## src/rtl/kb_port_pkg.sv

```systemverilog
// Shared constants for the keyboard port: register offsets, status/control
// bit positions and the default FIFO depth.
package kb_port_pkg;

  localparam int DEFAULT_DEPTH = 16;

  localparam logic REG_DATA = 1'b0;
  localparam logic REG_STAT = 1'b1;

  localparam int ST_NEMPTY = 0;
  localparam int ST_FULL   = 1;
  localparam int ST_OVF    = 2;
  localparam int ST_ERR    = 3;
  localparam int ST_IE     = 4;

  localparam int CTL_IE    = 0;
  localparam int CTL_FLUSH = 1;

  function automatic logic [7:0] pack_status(input logic ie, input logic err,
                                             input logic ovf, input logic full,
                                             input logic nempty);
    logic [7:0] s;
    s            = 8'h00;
    s[ST_IE]     = ie;
    s[ST_ERR]    = err;
    s[ST_OVF]    = ovf;
    s[ST_FULL]   = full;
    s[ST_NEMPTY] = nempty;
    return s;
  endfunction

endpackage

```

## src/rtl/kb_fifo.sv

```systemverilog
// Synchronous scan-code FIFO with flush. A push into a full FIFO is accepted
// only when a pop happens in the same cycle; flush beats both.
module kb_fifo #(
  parameter int DEPTH = 16,
  parameter int AW    = 4
) (
  input  logic          clk,
  input  logic          rst_n,
  input  logic          push,
  input  logic [7:0]    din,
  input  logic          pop,
  input  logic          flush,
  output logic [7:0]    head,
  output logic [AW:0]   count,
  output logic          full,
  output logic          empty
);

  logic [7:0]    mem [DEPTH];
  logic [AW-1:0] wr_ptr;
  logic [AW-1:0] rd_ptr;
  logic          do_pop;
  logic          do_push;

  assign full    = (count == (AW+1)'(DEPTH));
  assign empty   = (count == '0);
  assign do_pop  = pop & ~empty & ~flush;
  assign do_push = push & (~full | do_pop) & ~flush;
  assign head    = mem[rd_ptr];

  always_ff @(posedge clk or negedge rst_n) begin
    if (!rst_n) begin
      wr_ptr <= '0;
      rd_ptr <= '0;
      count  <= '0;
    end else if (flush) begin
      wr_ptr <= '0;
      rd_ptr <= '0;
      count  <= '0;
    end else begin
      if (do_push) wr_ptr <= wr_ptr + AW'(1);
      if (do_pop)  rd_ptr <= rd_ptr + AW'(1);
      count <= count + {{AW{1'b0}}, do_push} - {{AW{1'b0}}, do_pop};
    end
  end

  // Storage carries no reset; the count guards every read of stale entries.
  always_ff @(posedge clk) begin
    if (do_push) mem[wr_ptr] <= din;
  end

endmodule

```

## src/rtl/kb_port.sv

```systemverilog
// Z180-facing keyboard port: buffers receiver scan codes, exposes data and
// status/control registers, and drives an active-low interrupt.
module kb_port
  import kb_port_pkg::*;
#(
  parameter int DEPTH = DEFAULT_DEPTH,
  parameter int AW    = $clog2(DEPTH)
) (
  input  logic       CLK,
  input  logic       RST,
  input  logic [7:0] CODE,
  input  logic       CODE_VALID,
  input  logic       CODE_ERR,
  input  logic       CS,
  input  logic       A0,
  input  logic       R,
  input  logic       W,
  input  logic [7:0] DI,
  output logic [7:0] DO,
  output logic       DOE,
  output logic       INT
);

  // CPU strobes are level accesses, not handshakes: an access is live while
  // CS and R/W are low. Reads act once on the trailing edge (first cycle the
  // access is no longer sampled), control writes act once on the leading edge.
  logic rd_data_acc, rd_stat_acc, wr_ctl_acc;
  logic rd_data_hist, rd_stat_hist, wr_ctl_hist;
  logic pop, stat_clr, ctl_wr, flush;
  logic push, err_set, ovf_set;
  logic ie, ovf, err;
  logic [7:0]  head;
  logic [AW:0] count;
  logic        full, empty, nempty;
  logic        unused_di;

  assign rd_data_acc = ~CS & ~R & (A0 == REG_DATA);
  assign rd_stat_acc = ~CS & ~R & (A0 == REG_STAT);
  assign wr_ctl_acc  = ~CS & ~W & (A0 == REG_STAT);

  assign pop      = rd_data_hist & ~rd_data_acc;
  assign stat_clr = rd_stat_hist & ~rd_stat_acc;
  assign ctl_wr   = wr_ctl_acc & ~wr_ctl_hist;
  assign flush    = ctl_wr & DI[CTL_FLUSH];

  assign push    = CODE_VALID & ~CODE_ERR;
  assign err_set = CODE_VALID & CODE_ERR;
  // Flush discards a coincident code outright, so that is not an overflow.
  assign ovf_set = push & full & ~pop & ~flush;
  assign nempty  = (count != '0);

  assign unused_di = ^DI[7:2];

  kb_fifo #(.DEPTH(DEPTH), .AW(AW)) u_fifo (
    .clk   (CLK),
    .rst_n (RST),
    .push  (push),
    .din   (CODE),
    .pop   (pop),
    .flush (flush),
    .head  (head),
    .count (count),
    .full  (full),
    .empty (empty)
  );

  always_ff @(posedge CLK or negedge RST) begin
    if (!RST) begin
      rd_data_hist <= 1'b0;
      rd_stat_hist <= 1'b0;
      wr_ctl_hist  <= 1'b0;
      ie           <= 1'b0;
      ovf          <= 1'b0;
      err          <= 1'b0;
    end else begin
      rd_data_hist <= rd_data_acc;
      rd_stat_hist <= rd_stat_acc;
      wr_ctl_hist  <= wr_ctl_acc;
      if (ctl_wr) ie <= DI[CTL_IE];
      ovf <= ovf_set | (ovf & ~(stat_clr | flush));
      err <= err_set | (err & ~(stat_clr | flush));
    end
  end

  always_comb begin
    DO = 8'h00;
    if (A0 == REG_STAT) DO = pack_status(ie, err, ovf, full, nempty);
    else if (!empty)    DO = head;
  end

  assign DOE = ~CS & ~R;
  assign INT = ~(ie & nempty);

endmodule

```

## config.mk

```make
export PLATFORM = sky130hd
export DESIGN_NAME = kb_port
export DESIGN_NICKNAME = d
export VERILOG_FILES = /design/src/rtl/kb_port_pkg.sv /design/src/rtl/kb_fifo.sv /design/src/rtl/kb_port.sv
export SDC_FILE = /design/constraint.sdc
export NUM_CORES = 1
export LEC_CHECK = 0
export CORE_MARGIN = 1
export CORE_UTILIZATION = 60
export CTS_BUF_LIST = sky130_fd_sc_hd__clkbuf_8
export DETAILED_ROUTE_END_ITERATION = 12
export GPL_ROUTABILITY_DRIVEN = 0
export PLACE_DENSITY = 0.84
export SLEW_MARGIN = 20
export SYNTH_ARGS = -nofsm -noshare
export SYNTH_HDL_FRONTEND = slang
export SYNTH_SLANG_ARGS = --single-unit
```

## constraint.sdc

```tcl
create_clock -name CLK -period 3.8 [get_ports CLK]
set_clock_uncertainty 0.15 [all_clocks]
set_input_delay 0.38 -clock CLK [delete_from_list [all_inputs] [get_ports CLK]]
set_output_delay 0.38 -clock CLK [all_outputs]
set_load 0.03 [all_outputs]
```

==> flow_summary_export.csv <==
group,metric,value,unit
synthesis,ys.flop_type,"sky130_fd_sc_hd__edfxtp_1",
timing,max_clock_freq,284,MHz
placed_design,i_o_buffers,27,
synthesis,synth_warnings,0,
synthesis,ys_seq_elements,147,
layout,post_route_cells_drive_above_1_share,21.3,%
global_route,global_route_wire_length_before_repair,19.3,mm
timing,max_slew.worst_pin.slew,1060,ps
synthesis,mappedNetlistArea,6210,sq um
worst_setup_path,worstPathArrival,3000,ps
global_route,grt_remaining_overflow,0,
power,power_density,641,nW/um^2
cts,htree_num_levels,4,
power,netSwitchingFraction,32.4,%
route,drtPass1Iterations,5,
timing,hold_violations,0,
worst_setup_path,crit_chain,"inv_1 > ha_1 > nor4b_2 > nor2_1 > nand2_1 > o22ai_1 > clkdlybuf4s50_1",
worst_setup_path,capturing_element_type_of_the_critical_path,"output pin",
route,wl_per_cell,22.7,microns
placed_design,dp_hpwl,7.60,mm
timing,rsz0062_at_grt,"no",
cts,cts_root_buffer,"sky130_fd_sc_hd__clkbuf_8",
timing,hold-worst-slack,300,ps
power,peakVddDrop,0.333,mV
layout,count_of_antenna_diodes_in_the_layout,0,
worst_setup_path,worst_path_largest_cell_delay,630,ps
cts,tritoncts,"done",
job,drv_cap,0,
global_route,grt_pass1_vias,3511,
worst_setup_path,path_class,"flop to output pin",
cts,postCtsSetupBuffers,0,
cts,tritoncts_num_sinks,147,
worst_setup_path,crit_buf_inv,2,
synthesis,total_nets_after_synthesis,380,
power,power.internal,3080,uW
placed_design,pre_cts_slack,421,ps
cts,holdBufCountCts,0,
cts,total_cts_buffers,17,
route,ant_nets,0,
worst_setup_path,required,3270,ps
synthesis,ys_seq_area_share,69.5,%
route,vias_per_cell,6.26,
timing,setup_tns,0,ps
die,horizontal_die_dimension,104,microns
placed_design,dpl_cell_area,6720,sq um
cts,cts_max_path_buffers,2,
route,route.final.wire_length,12.3,mm
power,power.switching,1480,uW
timing,slew_headroom,29.1,%
die,core.rowCount,36,
worst_setup_path,cp-start-kind,"flop",
worst_setup_path,cell_at_the_slowest_stage_of_the_critical_path,"sky130_fd_sc_hd__clkdlybuf4s50_1",
route,dr.first_iter.drc_count,324,
cts,clk_pin_slew,80,ps
timing,fin_crit,3530,ps
route,route.detailed.drc,0,
power,clock_power_share,25.3,%
global_route,antenna_found_initial,0,
power,combPwrFrac,29.7,%
cts,clkLatencyLatePin,440,ps
timing,timing.final.crit_share,92.8,%
hold_path,hold_class,"input port to async pin",
global_route,grt_max_degree,38,
die,dieArea,10800,sq um
timing,setup_violations,0,
synthesis,count_of_distinct_cell_types_in_the_synthesized_netlist,46,
synthesis,synthesis.instances,344,
synthesis,synthArstFlopShare,12.9,%
layout,area_growth,14.4,%
die,floorplan.core_area,9910,sq um
outcome,run_status,"completed",
layout,post_layout_instance_area,7110,sq um
power,total_leakage_power,0.00242,uW
worst_setup_path,crit_family,"simple AND/OR/NAND/NOR gates",
timing,post-route-worst-setup-slack,273,ps
layout,final_stage_net_count,432,
die,initial_utilization,62.7,%
synthesis,synth_edf_count,128,
power,fin_total_pwr,4560,uW
synthesis,synthesis.area_per_instance,18.1,sq um
route,route.vias.total,3392,
global_route,combined_global_route_utilization_of_all_metal_layers,24.9,%
power,share_seq_of_total_power,45.0,%
worst_setup_path,timing.critical_path.fanout_max,7,
timing,drv_slew,0,
die,die_y,104,microns
die,ioPinCount,34,
==> path summary, 6_finish.rpt <==
check,start,endpoint,slack [ps],depth (start not counted)
setup / recovery,u_fifo.count[3],DO[5],270,7
hold / removal,RST,u_fifo.count[4],300,1
setup reg to reg,u_fifo.count[3],u_fifo.count[4],650,13
hold reg to reg,ie,ie,410,1
max in group asynchronous,RST,u_fifo.rd_ptr[0],2580,1
min in group CLK,W,wr_ctl_hist,360,2
==> synthesized netlist by cell type, types with 2 or more instances <==
cell type	number	area (sq um)
sky130_fd_sc_hd__buf_4	3	22.5
sky130_fd_sc_hd__dfrtp_1	19	475
sky130_fd_sc_hd__nand2b_1	3	18.8
sky130_fd_sc_hd__nor3_1	7	35.0
sky130_fd_sc_hd__edfxtp_1	128	3840
sky130_fd_sc_hd__xnor2_1	7	61.3
sky130_fd_sc_hd__o21a_1	2	15.0
sky130_fd_sc_hd__mux4_2	22	495
sky130_fd_sc_hd__a21oi_1	7	35.0
sky130_fd_sc_hd__mux2_2	2	22.5
sky130_fd_sc_hd__nor4b_1	2	17.5
sky130_fd_sc_hd__clkbuf_1	2	7.51
sky130_fd_sc_hd__o221ai_1	4	35.0
sky130_fd_sc_hd__mux2i_1	18	180
sky130_fd_sc_hd__mux4_1	8	210
sky130_fd_sc_hd__nor4_1	4	25.0
sky130_fd_sc_hd__buf_6	5	56.3
sky130_fd_sc_hd__a211oi_1	2	15.0
sky130_fd_sc_hd__buf_2	4	20.0
sky130_fd_sc_hd__nor2b_1	4	25.0
sky130_fd_sc_hd__ha_1	11	138
sky130_fd_sc_hd__inv_1	15	56.3
sky130_fd_sc_hd__o21ai_0	3	15.0
sky130_fd_sc_hd__nand3_1	3	15.0
sky130_fd_sc_hd__nor3b_1	5	37.5
sky130_fd_sc_hd__nand2_1	12	45.0
sky130_fd_sc_hd__nor2_1	17	63.8
sky130_fd_sc_hd__and2_1	5	31.3
sky130_fd_sc_hd__o22ai_1	3	18.8
==> stage by stage <==
step / std cells / utilization, %
finish: 542 / 71.7
global route: 542 / 71.7
CTS: 542 / 71.7
detailed placement: 510 / 67.9
global placement: 510 / 67.9
floorplan: 344 / -
==> timing repair <==
| item | CTS | global route |
|---|---|---|
| gates resized for setup | 0 | 1 |
| hold endpoints to repair | 0 | 0 |
| setup endpoints to repair | 0 | 2 |
==> worst register-to-register path: stages, from the launching register on <==
cell,delay (ps)
sky130_fd_sc_hd__dfrtp_1,400
sky130_fd_sc_hd__inv_1,80
sky130_fd_sc_hd__ha_1,220
sky130_fd_sc_hd__nor4b_2,570
sky130_fd_sc_hd__nor3_1,150
sky130_fd_sc_hd__ha_1,300
sky130_fd_sc_hd__inv_1,60
sky130_fd_sc_hd__ha_1,160
sky130_fd_sc_hd__inv_1,60
sky130_fd_sc_hd__fa_1,380
sky130_fd_sc_hd__nor2b_1,180
sky130_fd_sc_hd__o21bai_1,120
sky130_fd_sc_hd__a21oi_1,170
sky130_fd_sc_hd__nor3b_1,60
==> registers in the layout, summed over array words and instances, names as in the netlist <==
register and flops:
u_fifo.mem 128, u_fifo.count 5, u_fifo.rd_ptr 4, u_fifo.wr_ptr 4, err 1, ie 1, ovf 1, rd_data_hist 1
rd_stat_hist 1, wr_ctl_hist 1
==> power by group through the flow <==
| stage | Combinational, uW | Clock [uW] | Sequential [uW] |
|---|---|---|---|
| floorplan | 1060 | 0 | 1980 |
| global placement | 1300 | 0 | 2070 |
| detailed placement | 1340 | 0 | 2080 |
| CTS | 1360 | 1170 | 2050 |
| global route | 1470 | 1230 | 2070 |
| finish | 1350 | 1150 | 2050 |
==> cell families after synthesis <==
logic type	count (synthesis)	synth area share [%]
XOR/XNOR	8	1.13
AND/OR/NAND/NOR	67	6.00
buffers and inverters	31	2.90
adder cells (fa/ha/maj)	12	2.54
AO/OA/AOI/OAI	29	3.28
flip-flops	147	69.5
multiplexers	50	14.6
==> layout make-up <==
class	instances	area, sq um
clock buffer	17	234
clock inverter	15	146
fill	593	2800
inverter	16	60.1
multi-input combinational	166	1740
sequential	147	4320
tap	133	166
timing repair buffer	48	440
==> placed cells by master (no fill, tap or decap), drive strengths merged, types with 11 or more instances in the layout <==
cell type      Yosys  routed
edfxtp           128     128
mux4              30      30
clkdlybuf4s50      0      27
inv               16      24
buf               12      21
dfrtp             19      19
mux2i             18      18
nor2              17      17
clkbuf             3      17
nand2             12      12
ha                11      11
==> per-layer routing <==
| metal | GRT usage [%] | up-vias | part of all wire, % |
|---|---|---|---|
| met2 | 40.6 | 189 | 50 |
| met4 | 13.3 | 0 | 4.2 |
| met5 | 0 | - | 0 |
| met3 | 4.53 | 43 | 8.2 |
| li1 | - | 1468 | - |
| met1 | 32.2 | 1692 | 38 |
(Power assumes the default switching activity.)
